### src/rtl/game_countdown_timer.sv
// rtl/game_countdown_timer.sv - Bricks round clock: loadable countdown with bonus time, warning and expiry
// Two-digit decimal readout; count is kept in binary and split for the display.
module game_countdown_timer #(
  parameter int START_SECS = 99,
  parameter int BONUS_SECS = 10,
  parameter int WARN_SECS  = 10
) (
  input  logic       clk,
  input  logic       reset,
  input  logic       one_sec,
  input  logic       duty50,
  input  logic       load,
  input  logic       start,
  input  logic       pause,
  input  logic       add_bonus,
  output logic [3:0] tens,
  output logic [3:0] ones,
  output logic       running,
  output logic       warning,
  output logic       blink,
  output logic       time_up,
  output logic       time_up_pulse
);

  typedef enum logic [1:0] {
    S_IDLE,
    S_RUN,
    S_PAUSED,
    S_EXPIRED
  } state_t;

  localparam logic [6:0] START_CNT = 7'(START_SECS);
  localparam logic [7:0] BONUS_ADD = 8'(BONUS_SECS);
  localparam logic [6:0] WARN_CNT  = 7'(WARN_SECS);
  localparam logic [7:0] MAX_CNT   = 8'd99;

  state_t     state_q, state_d;
  logic [6:0] count_q, count_d;
  logic       time_up_pulse_q, time_up_pulse_d;

  logic [7:0] bonus_sum;
  logic [7:0] run_sum;
  logic [6:0] bonus_sat;
  logic [6:0] run_sat;

  // 8-bit sums never overflow (99 + 99 < 256); RUN guarantees count >= 1 so the tick cannot underflow.
  always_comb begin
    bonus_sum = {1'b0, count_q} + (add_bonus ? BONUS_ADD : 8'd0);
    run_sum   = bonus_sum - {7'd0, one_sec};
    bonus_sat = (bonus_sum > MAX_CNT) ? 7'd99 : bonus_sum[6:0];
    run_sat   = (run_sum > MAX_CNT) ? 7'd99 : run_sum[6:0];
  end

  always_comb begin
    state_d         = state_q;
    count_d         = count_q;
    time_up_pulse_d = 1'b0;
    if (load) begin
      state_d = S_IDLE;
      count_d = START_CNT;
    end else begin
      unique case (state_q)
        S_IDLE: begin
          if (start) begin
            if (START_CNT == 7'd0) begin
              state_d         = S_EXPIRED;
              time_up_pulse_d = 1'b1;
            end else begin
              state_d = S_RUN;
            end
          end
        end
        S_RUN: begin
          // pause takes priority: any tick or bonus in the same cycle is dropped
          if (pause) begin
            state_d = S_PAUSED;
          end else begin
            count_d = run_sat;
            if (one_sec && run_sat == 7'd0) begin
              state_d         = S_EXPIRED;
              time_up_pulse_d = 1'b1;
            end
          end
        end
        S_PAUSED: begin
          count_d = bonus_sat;
          if (!pause) state_d = S_RUN;
        end
        S_EXPIRED: begin
          state_d = S_EXPIRED;
        end
        default: begin
          state_d = S_IDLE;
        end
      endcase
    end
  end

  always_ff @(posedge clk or posedge reset) begin
    if (reset) begin
      state_q         <= S_IDLE;
      count_q         <= START_CNT;
      time_up_pulse_q <= 1'b0;
    end else begin
      state_q         <= state_d;
      count_q         <= count_d;
      time_up_pulse_q <= time_up_pulse_d;
    end
  end

  assign tens          = 4'(count_q / 7'd10);
  assign ones          = 4'(count_q % 7'd10);
  assign running       = (state_q == S_RUN);
  assign time_up       = (state_q == S_EXPIRED);
  assign time_up_pulse = time_up_pulse_q;
  assign warning       = ((state_q == S_RUN) || (state_q == S_PAUSED)) &&
                         (count_q <= WARN_CNT) && (count_q != 7'd0);
  assign blink         = warning & duty50;

endmodule

### config.mk
export PLATFORM = sky130hd
export DESIGN_NAME = game_countdown_timer
export DESIGN_NICKNAME = d
export VERILOG_FILES = /design/src/rtl/game_countdown_timer.sv
export SDC_FILE = /design/constraint.sdc
export NUM_CORES = 1
export LEC_CHECK = 0
export BUFFER_PORTS_ARGS = -buffer_cell sky130_fd_sc_hd__buf_2
export CAP_MARGIN = 10
export CORE_ASPECT_RATIO = 1.2
export CORE_MARGIN = 5
export CORE_UTILIZATION = 60
export DETAILED_ROUTE_END_ITERATION = 10
export PLACE_DENSITY = 0.82
export SETUP_SLACK_MARGIN = 0.05
export SKIP_LAST_GASP = 1
export SYNTH_ARGS = -nofsm -noshare
export SYNTH_HDL_FRONTEND = slang
export SYNTH_SLANG_ARGS = --single-unit
### constraint.sdc
create_clock -name clk -period 7.3 [get_ports clk]
set_input_delay 0.365 -clock clk [delete_from_list [all_inputs] [get_ports clk]]
set_output_delay 0.365 -clock clk [all_outputs]
set_load 0.01 [all_outputs]
==> results of run 1 <==
==> flip-flops by register name, summed over array words and instances (netlist names) <==
name,cells
count_q,7
state_q,2
time_up_pulse,1
==> placed cells by master, fill, tap and decap left out, types with 4 or more instances in the layout <==
cell type / count
buf_2: 20
inv_1: 12
o21ai_0: 7
dfstp_2: 4
nand3_1: 10
a31oi_1: 6
o21ai_1: 5
nand2_1: 17
ha_1: 10
xor2_1: 4
nor2_1: 21
a21oi_1: 10
nand2b_1: 4
dfrtp_1: 6
xnor2_1: 7
and2_1: 4
nor3_1: 4
==> layout make-up <==
class | count | area (um^2)
Clock buffer | 4 | 36.3
Fill cell | 240 | 862
Inverter | 14 | 52.6
Multi-Input combinational cell | 170 | 1200
Sequential cell | 10 | 255
Tap cell | 33 | 41.3
Timing Repair Buffer | 20 | 100
==> report_power, final <==
group | total, mW | internal (mW) | switching [mW]
combinational | 0.269 | 0.106 | 0.163
clock | 0.0525 | 0.0303 | 0.0222
sequential | 0.0962 | 0.0697 | 0.0266
total | 0.417 | 0.206 | 0.212
==> through the flow <==
step	cell area [um^2]	worst slack, ns	hold WS (ns)	util	std cells
3_5_place_dp	1650	3.56	0.366	0.648	247
2_1_floorplan	1600	3.49	0.202	-	209
3_3_place_gp	1650	3.77	0.357	0.648	247
4_1_cts	1690	3.25	0.0755	0.662	251
5_1_grt	1690	2.89	0.106	0.662	251
6_report	1690	3.16	0.0623	0.662	251
==> worst min path at each step <==
stage,start,end,slack [ns],cells after the start
2_1_floorplan,reset,count_q[2],0.20,1
4_1_cts,reset,count_q[3],0.08,2
3_3_place_gp,reset,count_q[3],0.36,2
5_1_grt,reset,count_q[3],0.11,2
6_report,reset,count_q[2],0.06,2
3_5_place_dp,reset,count_q[3],0.37,2
==> cells by family after synthesis <==
| logic type | synth area share |
|---|---|
| XOR/XNOR | 0.0805 |
| flip-flops | 0.159 |
| adder cells (fa/ha/maj) | 0.0844 |
| buffers and inverters | 0.0883 |
| multiplexers | 0.00625 |
| AND/OR/NAND/NOR | 0.267 |
| AO/OA/AOI/OAI | 0.314 |
==> per-layer routing <==
metal	share of wire	routed length, um	vias to the layer above
met5	0	0	-
met4	0.033	135	0
li1	-	-	783
met2	0.51	2090	81
met1	0.40	1650	765
met3	0.060	247	20
==> impl_metrics.yaml, run 1 <==
timing:
  slew_headroom: 0.498
  fmax_mhz: 242
  tns_ns: 0
  fin_crit_sh: 0.567
  period_minus_slack_ns: 4.14
  drv_slew: 0
  rsz0062_at_grt: "no"
  final-setup-viol-count: 0
  hold_viol_final: 0
  worst_pin_slew_ns: 0.753
  finClkSkew_ns: 0.00195
worst_setup_path:
  crit_arrival_ns: 3.77
  cp_slowest_cell: "dfstp_2"
  cpPeakStageDelay_ns: 0.73
  r2r_slack_ns: 4.22
  cp.depth: 14
  worstPathMaxFanout: 19
  start_kind: "register"
  reg2reg_depth: 8
  setup.worst_path.end: "ones[2]"
  rr_endpoint: "count_q[2]"
  critPathBufInv: 2
  r2r_start: "count_q[3]"
  worstSetupStartpoint: "count_q[6]"
  crit_type: "register to output pin"
  worst_ep_required_time_ns: 6.93
  crit_chain: "inv_1, nor2_1, nand2_1, o32ai_1, a21oi_1, xnor2_1, ha_1, o21ai_1, nor2_1, o2111ai_1, nand2_1, a221oi_1, mux2i_1, buf_2"
  cp_top_family: "compound AO/OA/AOI/OAI gates"
  end_kind: "output pin"
clock_network:
  post-cts-setup-buffers: 0
  ctsRootBufferMaster: "clkbuf_4"
  cts_tree: "yes"
  cts.sinks: 10
  htree_levels: 1
  insertion_delay_ns: 0.27
  cts_buffers: 3
  cts_hold_buf: 0
  cts_resized: 0
  clkTransAtPathRegs_ns: 0.07
  cts_buffer_depth: 2
synth:
  synth-main-ff-cell: "dfrtp_1"
  synth_cell_type_count: 68
  synthesis.nets: 227
  avgSynthCellArea_um2: 7.66
  syn_area_mm2: 0.00160
  synth_area_leaders: "dfrtp_1, ha_1, dfstp_2"
  synth-seq-cells: 10
  syn_inst: 209
  ys_warn_count: 0
  synth_commonest_cells: "nor2_1, nand2_1, inv_1"
  yosys.area.top_type: "dfrtp_1"
  async_reset_ff_frac: 1.00
  synth_top_area_share: 0.0938
  yosysMostFrequentCell: "nor2_1"
  synth_edf_count: 0
  ys_seq_area_frac: 0.159
cells_and_area:
  diodes: 0
  drive_above_1_share: 0.216
  layout.nets: 237
  area_growth_pct: 5.55
placed_design:
  gp_congestion: 0.988
  port_buffers: 20
  hpwl_um: 3130
grt:
  grt_max_degree: 24
  grt_pass1_wl_um: 6730
  gr-total-overflow: 0
  grt_antenna_before_repair: 0
  grtUsageMet2: 0.414
  use_met1: 0.253
  top_usage_layer: "met2"
  grt_pass1_vias: 1491
  grt_usage: 0.222
  grtUsageMet3: 0.0291
job:
  cap_violations: 0
routing:
  vias: 1649
  wl_um: 4130
  drtIter0Drc: 121
  drc: 0
  vias_per_cell: 6.57
  postRouteAntennaNets: 0
  routedWlPerCell_um: 16.4
  dr.pass1.iters: 4
power_and_ir_drop:
  power_uw: 417
  vdd_drop_max_mv: 0.209
  leakagePower_nw: 0.738
  power.density_mw_per_mm2: 247
die:
  core.rowCount: 20
  ios: 21
  die_x_um: 57.2
  die_area_mm2: 0.00381
  core_mm2: 0.00255
  start_util: 0.627
  die_h_um: 66.6
status:
  status: "complete, no violations"
hold_path:
  hold_path_class: "input pin to asynchronous set/reset pin"
(Power assumes the default switching activity.)
==> run 2: changes to the inputs <==
Settings changed: ABC_AREA set to 1, CORE_UTILIZATION 60 to 57, PLACE_DENSITY 0.82 to 0.8.
Clock period 7.3 ns to 4.15 ns, I/O delays scaled along.
==> impl_metrics.yaml, run 2 <==
routing:
  drtIter0Drc: 83
  drc: 0
  vias_per_cell: 5.50
  vias: 1639
  postRouteAntennaNets: 0
  wl_um: 3470
  dr.pass1.iters: 4
  routedWlPerCell_um: 11.6
synth:
  ys_seq_area_frac: 0.176
  synthesis.nets: 261
  ys_warn_count: 0
  async_reset_ff_frac: 1.00
  yosys.area.top_type: "nand2_1"
  synth_top_area_share: 0.194
  yosysMostFrequentCell: "nand2_1"
  syn_inst: 243
  synth_commonest_cells: "nand2_1, inv_1, nand3_1, nor2_1, a21oi_1"
  synth-seq-cells: 10
  syn_area_mm2: 0.00145
  avgSynthCellArea_um2: 5.96
  synth_area_leaders: "nand2_1, dfrtp_1, nand3_1"
  synth_edf_count: 0
  synth-main-ff-cell: "dfrtp_1"
  synth_cell_type_count: 28
timing:
  final-setup-viol-count: 0
  drv_slew: 0
  worst_pin_slew_ns: 0.379
  rsz0062_at_grt: "no"
  period_minus_slack_ns: 2.76
  hold_viol_final: 0
  layout_setup_ws_ns: 1.39
  finClkSkew_ns: 0.00530
  tns_ns: 0
  fin_crit_sh: 0.666
  slew_headroom: 0.745
  fmax_mhz: 362
worst_setup_path:
  r2r_start: "count_q[1]"
  cpPeakStageDelay_ns: 0.60
  cp_slowest_cell: "dfstp_2"
  end_kind: "output pin"
  start_kind: "register"
  r2r_slack_ns: 1.65
  worstSetupStartpoint: "count_q[6]"
  crit_arrival_ns: 2.56
  setup.worst_path.end: "ones[1]"
  cpMostUsedCell: "nand2_1"
  worst_ep_required_time_ns: 3.94
  crit_type: "register to output pin"
  worstPathMaxFanout: 6
  crit_chain: "inv_2, nand2_2, nand3_1, nand2_2, nand2_4, o21ai_2, nand3_1, nand2_1, inv_1, ha_1, inv_1, nand3_2, nand3_2, nand2_1, nand2_1, buf_2"
  rr_endpoint: "count_q[2]"
  reg2reg_depth: 15
cells_and_area:
  largest_register_ffs: 7
  final_common_cell: "nand2_1"
  drive_above_1_share: 0.208
  regMostFlops: "count_q"
  regArea_um2: 255
  diodes: 0
  multiInputGateArea_mm2: 0.00102
  layout.nets: 284
  fill_cells: 260
  area_growth_pct: 11.1
  final_cell_mix: "nand2_1, inv_1, nand3_1"
clock_network:
  cts_resized: 0
  cts_buffer_depth: 2
  cts_buffers: 3
  ctsRootBufferMaster: "clkbuf_4"
  cts.sinks: 10
  htree_levels: 1
  clkTransAtPathRegs_ns: 0.07
  cts_tree: "yes"
  insertion_delay_ns: 0.26
job:
  cap_violations: 0
die:
  die_area_mm2: 0.00365
  core_mm2: 0.00248
  start_util: 0.584
  die_x_um: 56.0
  core.rowCount: 20
  die_h_um: 65.2
  ios: 21
grt:
  gr-total-overflow: 0
  grt_usage: 0.204
  grt_pass1_vias: 1508
  grt_antenna_before_repair: 0
  grt_pass1_wl_um: 6170
  grt_max_degree: 11
placed_design:
  hpwl_um: 2840
  dpl_worst_slack_ns: 1.67
  port_buffers: 20
  gp_congestion: 0.990
status:
  status: "complete, no violations"
hold_path:
  hold_path_class: "input pin to register"
==> run 2: cell count changes after synthesis, moves of 7 or more <==
| cell | before | now |
|---|---|---|
| nand2_1 | 17 | 75 |
| inv_1 | 12 | 32 |
| xnor2_1 | 7 | 0 |
| nand3_1 | 10 | 27 |
| nand2_2 | 1 | 9 |
==> run 2: what timing repair did <==
action,4_1_cts,5_1_grt
buffers inserted,0,0
hold endpoints to repair,6,0
hold buffers,1,0
==> run 2: per-layer routing <==
| metal | routed length [um] | up-vias | global-route usage |
|---|---|---|---|
| met5 | 0 | - | 0 |
| li1 | - | 845 | - |
| met4 | 92 | 0 | 0.0890 |
| met1 | 1490 | 736 | 0.236 |
| met3 | 130 | 12 | 0.0216 |
| met2 | 1760 | 46 | 0.377 |
==> run 2: through the flow <==
step	area, um^2	utilization	hold slack (ns)	std cells
3_3_place_gp	1560	0.631	0.186	293
5_1_grt	1610	0.649	0.330	298
2_1_floorplan	1450	-	0.0448	243
4_1_cts	1610	0.649	0.310	298
3_5_place_dp	1560	0.631	0.191	293
6_report	1610	0.649	0.309	298
==> run 2: how the worst min path moves through the flow <==
stage | cells after the start | from | slack [ns] | endpoint
after global routing | 4 | load | 0.33 | state_q[1]
after floorplan | 1 | reset | 0.04 | count_q[2]
after global placement | 2 | reset | 0.19 | time_up_pulse
after CTS | 3 | pause | 0.31 | time_up_pulse
final | 4 | load | 0.31 | state_q[1]
after detailed placement | 2 | reset | 0.19 | time_up_pulse
==> run 2: layout make-up <==
type                    count  share of cell area
multi-input cells         191               0.634
flip-flops and latches     10               0.159
inverters                  39              0.0910
repair buffers             21              0.0684
well taps                  33              0.0257
clock buffers               4              0.0226
==> run 2: cells by family after synthesis <==
group	count (synthesis)	synth area share
buffers and inverters	42	0.119
DFF	10	0.176
xor gates and xnor gates	2	0.0121
and+or+nand+nor	150	0.488
adders and majority gates	10	0.0864
AOI/OAI and AO/OA	29	0.118
==> run 2: critical path, delay by kind of cell (launching register included) <==
kind	cells	cell delay, ns
adder cells (fa/ha/maj)	1	0.20
AO/OA/AOI/OAI	1	0.21
buffers and inverters	4	0.34
AND/OR/NAND/NOR	10	0.95
flip-flops	1	0.60
Power of run 2 is not shown: default switching activity piles up to over one toggle a cycle in this logic, so the estimate is an artifact.
==> run 3: changes to the inputs <==
Settings changed: ABC_AREA 1 to 0, CORE_UTILIZATION 57 to 53, PLACE_DENSITY 0.8 to 0.77.
Clock period 4.15 ns to 2.24 ns, I/O delays scaled along.
==> impl_metrics.yaml, run 3 (synthesis results as in run 1) <==
worst_setup_path:
  cp_slowest_cell: "dfstp_2"
  start_kind: "register"
  crit_arrival_ns: 2.98
  cp_top_family: "compound AO/OA/AOI/OAI gates"
  cpPeakStageDelay_ns: 0.62
  end_kind: "output pin"
  crit_chain: "inv_2, nor2_2, o32ai_2, a21oi_2, xnor2_1, ha_2, o21ai_4, nor2_1, o2111ai_1, nand2_1, a221oi_4, mux2i_2, buf_2"
  worstPathMaxFanout: 6
  worst_ep_required_time_ns: 2.13
  crit_type: "register to output pin"
  critPathBufInv: 2
die:
  die_area_mm2: 0.00423
  ios: 21
  die_h_um: 70.2
  start_util: 0.564
  core_mm2: 0.00284
  core.rowCount: 21
  die_x_um: 60.2
clock_network:
  htree_levels: 1
  cts.sinks: 10
  cts_tree: "yes"
  insertion_delay_ns: 0.28
  ctsRootBufferMaster: "clkbuf_4"
  clkTransAtPathRegs_ns: 0.08
  cts_buffer_depth: 2
  cts_buffers: 3
routing:
  postRouteAntennaNets: 0
  dr.pass1.iters: 7
  wl_um: 6610
  vias: 2131
  drtIter0Drc: 315
  routedWlPerCell_um: 20.3
  drc: 0
  vias_per_cell: 6.56
power_and_ir_drop:
  power_frac_clock: 0.082
  intPower_mw: 1.13
  leakagePower_nw: 1.15
  power.density_mw_per_mm2: 820
  p_sw_frac: 0.467
  switchingPower_uw: 987
  pwr-share-seq: 0.126
  vdd_drop_max_mv: 0.884
  pwr-share-comb: 0.792
grt:
  gr-total-overflow: 0
  grt_antenna_before_repair: 1
  grtUsageMet2: 0.456
  top_usage_layer: "met2"
  grt_pass1_wl_um: 8630
  grt_usage: 0.260
  grt_pass1_vias: 1881
  grtUsageMet3: 0.0276
  use_met1: 0.301
  grt_max_degree: 15
cells_and_area:
  largest_register_ffs: 7
  drive_above_1_share: 0.541
  final_common_cell: "buf_4"
  area_growth_pct: 60.9
  design_area_mm2: 0.00258
  final_cell_mix: "buf_4, buf_2, nor2_1"
  regMostFlops: "count_q"
  layout.nets: 309
timing:
  slew_headroom: 0.611
  fmax_mhz: 324
  tns_ns: -5.46
  finClkSkew_ns: 0.0107
  hold_viol_final: 0
  final-setup-viol-count: 13
  drv_slew: 0
  layout_setup_ws_ns: -0.851
  worst_pin_slew_ns: 0.578
  fin_crit_sh: 1.38
  rsz0062_at_grt: "yes"
  period_minus_slack_ns: 3.09
placed_design:
  port_buffers: 20
  gp_congestion: 0.940
  placedInstanceArea_mm2: 0.00213
  hpwl_um: 3920
job:
  cap_violations: 0
status:
  status: "finished, violations left"
  violations: "setup timing"
hold_path:
  hold_path_class: "input pin to register"
-- run 3: repair_timing --
action	4_1_cts	5_1_grt
endpoints found under the setup margin	13	14
resized for setup	13	36
pin swaps	7	19
endpoints found under the hold margin	6	0
buffers inserted	7	13
hold buffers	1	0
-- run 3: layout make-up --
cell class / instances / area [um^2]
diodes: 1 / 2.50
clock buffers: 4 / 36.3
fillers: 109 / 260
inverters: 14 / 52.6
multi-input cells: 170 / 1510
flip-flops and latches: 10 / 256
well taps: 34 / 42.5
repair buffers: 92 / 677
-- run 3: power groups by stage --
stage / clock [mW] / sequential (mW) / combinational [mW]
floorplan: 0 / 0.250 / 0.836
global placement: 0 / 0.268 / 1.19
detailed placement: 0 / 0.272 / 1.24
CTS: 0.166 / 0.259 / 1.39
global route: 0.182 / 0.270 / 1.77
finish: 0.173 / 0.266 / 1.67
-- run 3: metal layers --
layer / up-vias / wire length [um]
li1: 923 / -
met3: 50 / 487
met4: 0 / 485
met1: 997 / 2440
met2: 161 / 3200
met5: - / 0
-- run 3: stage by stage --
| step | util | hold WS [ns] | std cells | setup slack (ns) | power [mW] |
|---|---|---|---|---|---|
| 6_report | 0.908 | 0.172 | 325 | -0.851 | 2.11 |
| 5_1_grt | 0.908 | 0.169 | 325 | -0.972 | 2.23 |
| 4_1_cts | 0.803 | 0.137 | 311 | -0.703 | 1.81 |
| 3_5_place_dp | 0.751 | 0.104 | 299 | -0.568 | 1.51 |
| 3_3_place_gp | 0.751 | 0.0934 | 299 | -0.412 | 1.46 |
| 2_1_floorplan | - | -0.0507 | 209 | -0.660 | 1.09 |
-- run 3: path summary, 6_finish.rpt --
path	cells past startpoint	startpoint	end	slack (ns)
hold reg to reg	2	state_q[1]	state_q[1]	0.65
max in group asynchronous	3	reset	count_q[1]	1.49
hold / removal	2	load	count_q[5]	0.17
min in group asynchronous	3	reset	count_q[3]	0.41
setup reg to reg	10	count_q[1]	state_q[0]	-0.38
setup / recovery	13	count_q[5]	ones[2]	-0.85
-- run 3: worst register-to-register path: cells and delay by family, from the launching register on --
family | cells | cell delay, ns
AOI/OAI and AO/OA | 5 | 1.09
and+or+nand+nor | 1 | 0.41
DFF | 1 | 0.40
adders and majority gates | 2 | 0.35
xor gates and xnor gates | 1 | 0.17
buffers and inverters | 1 | 0.12
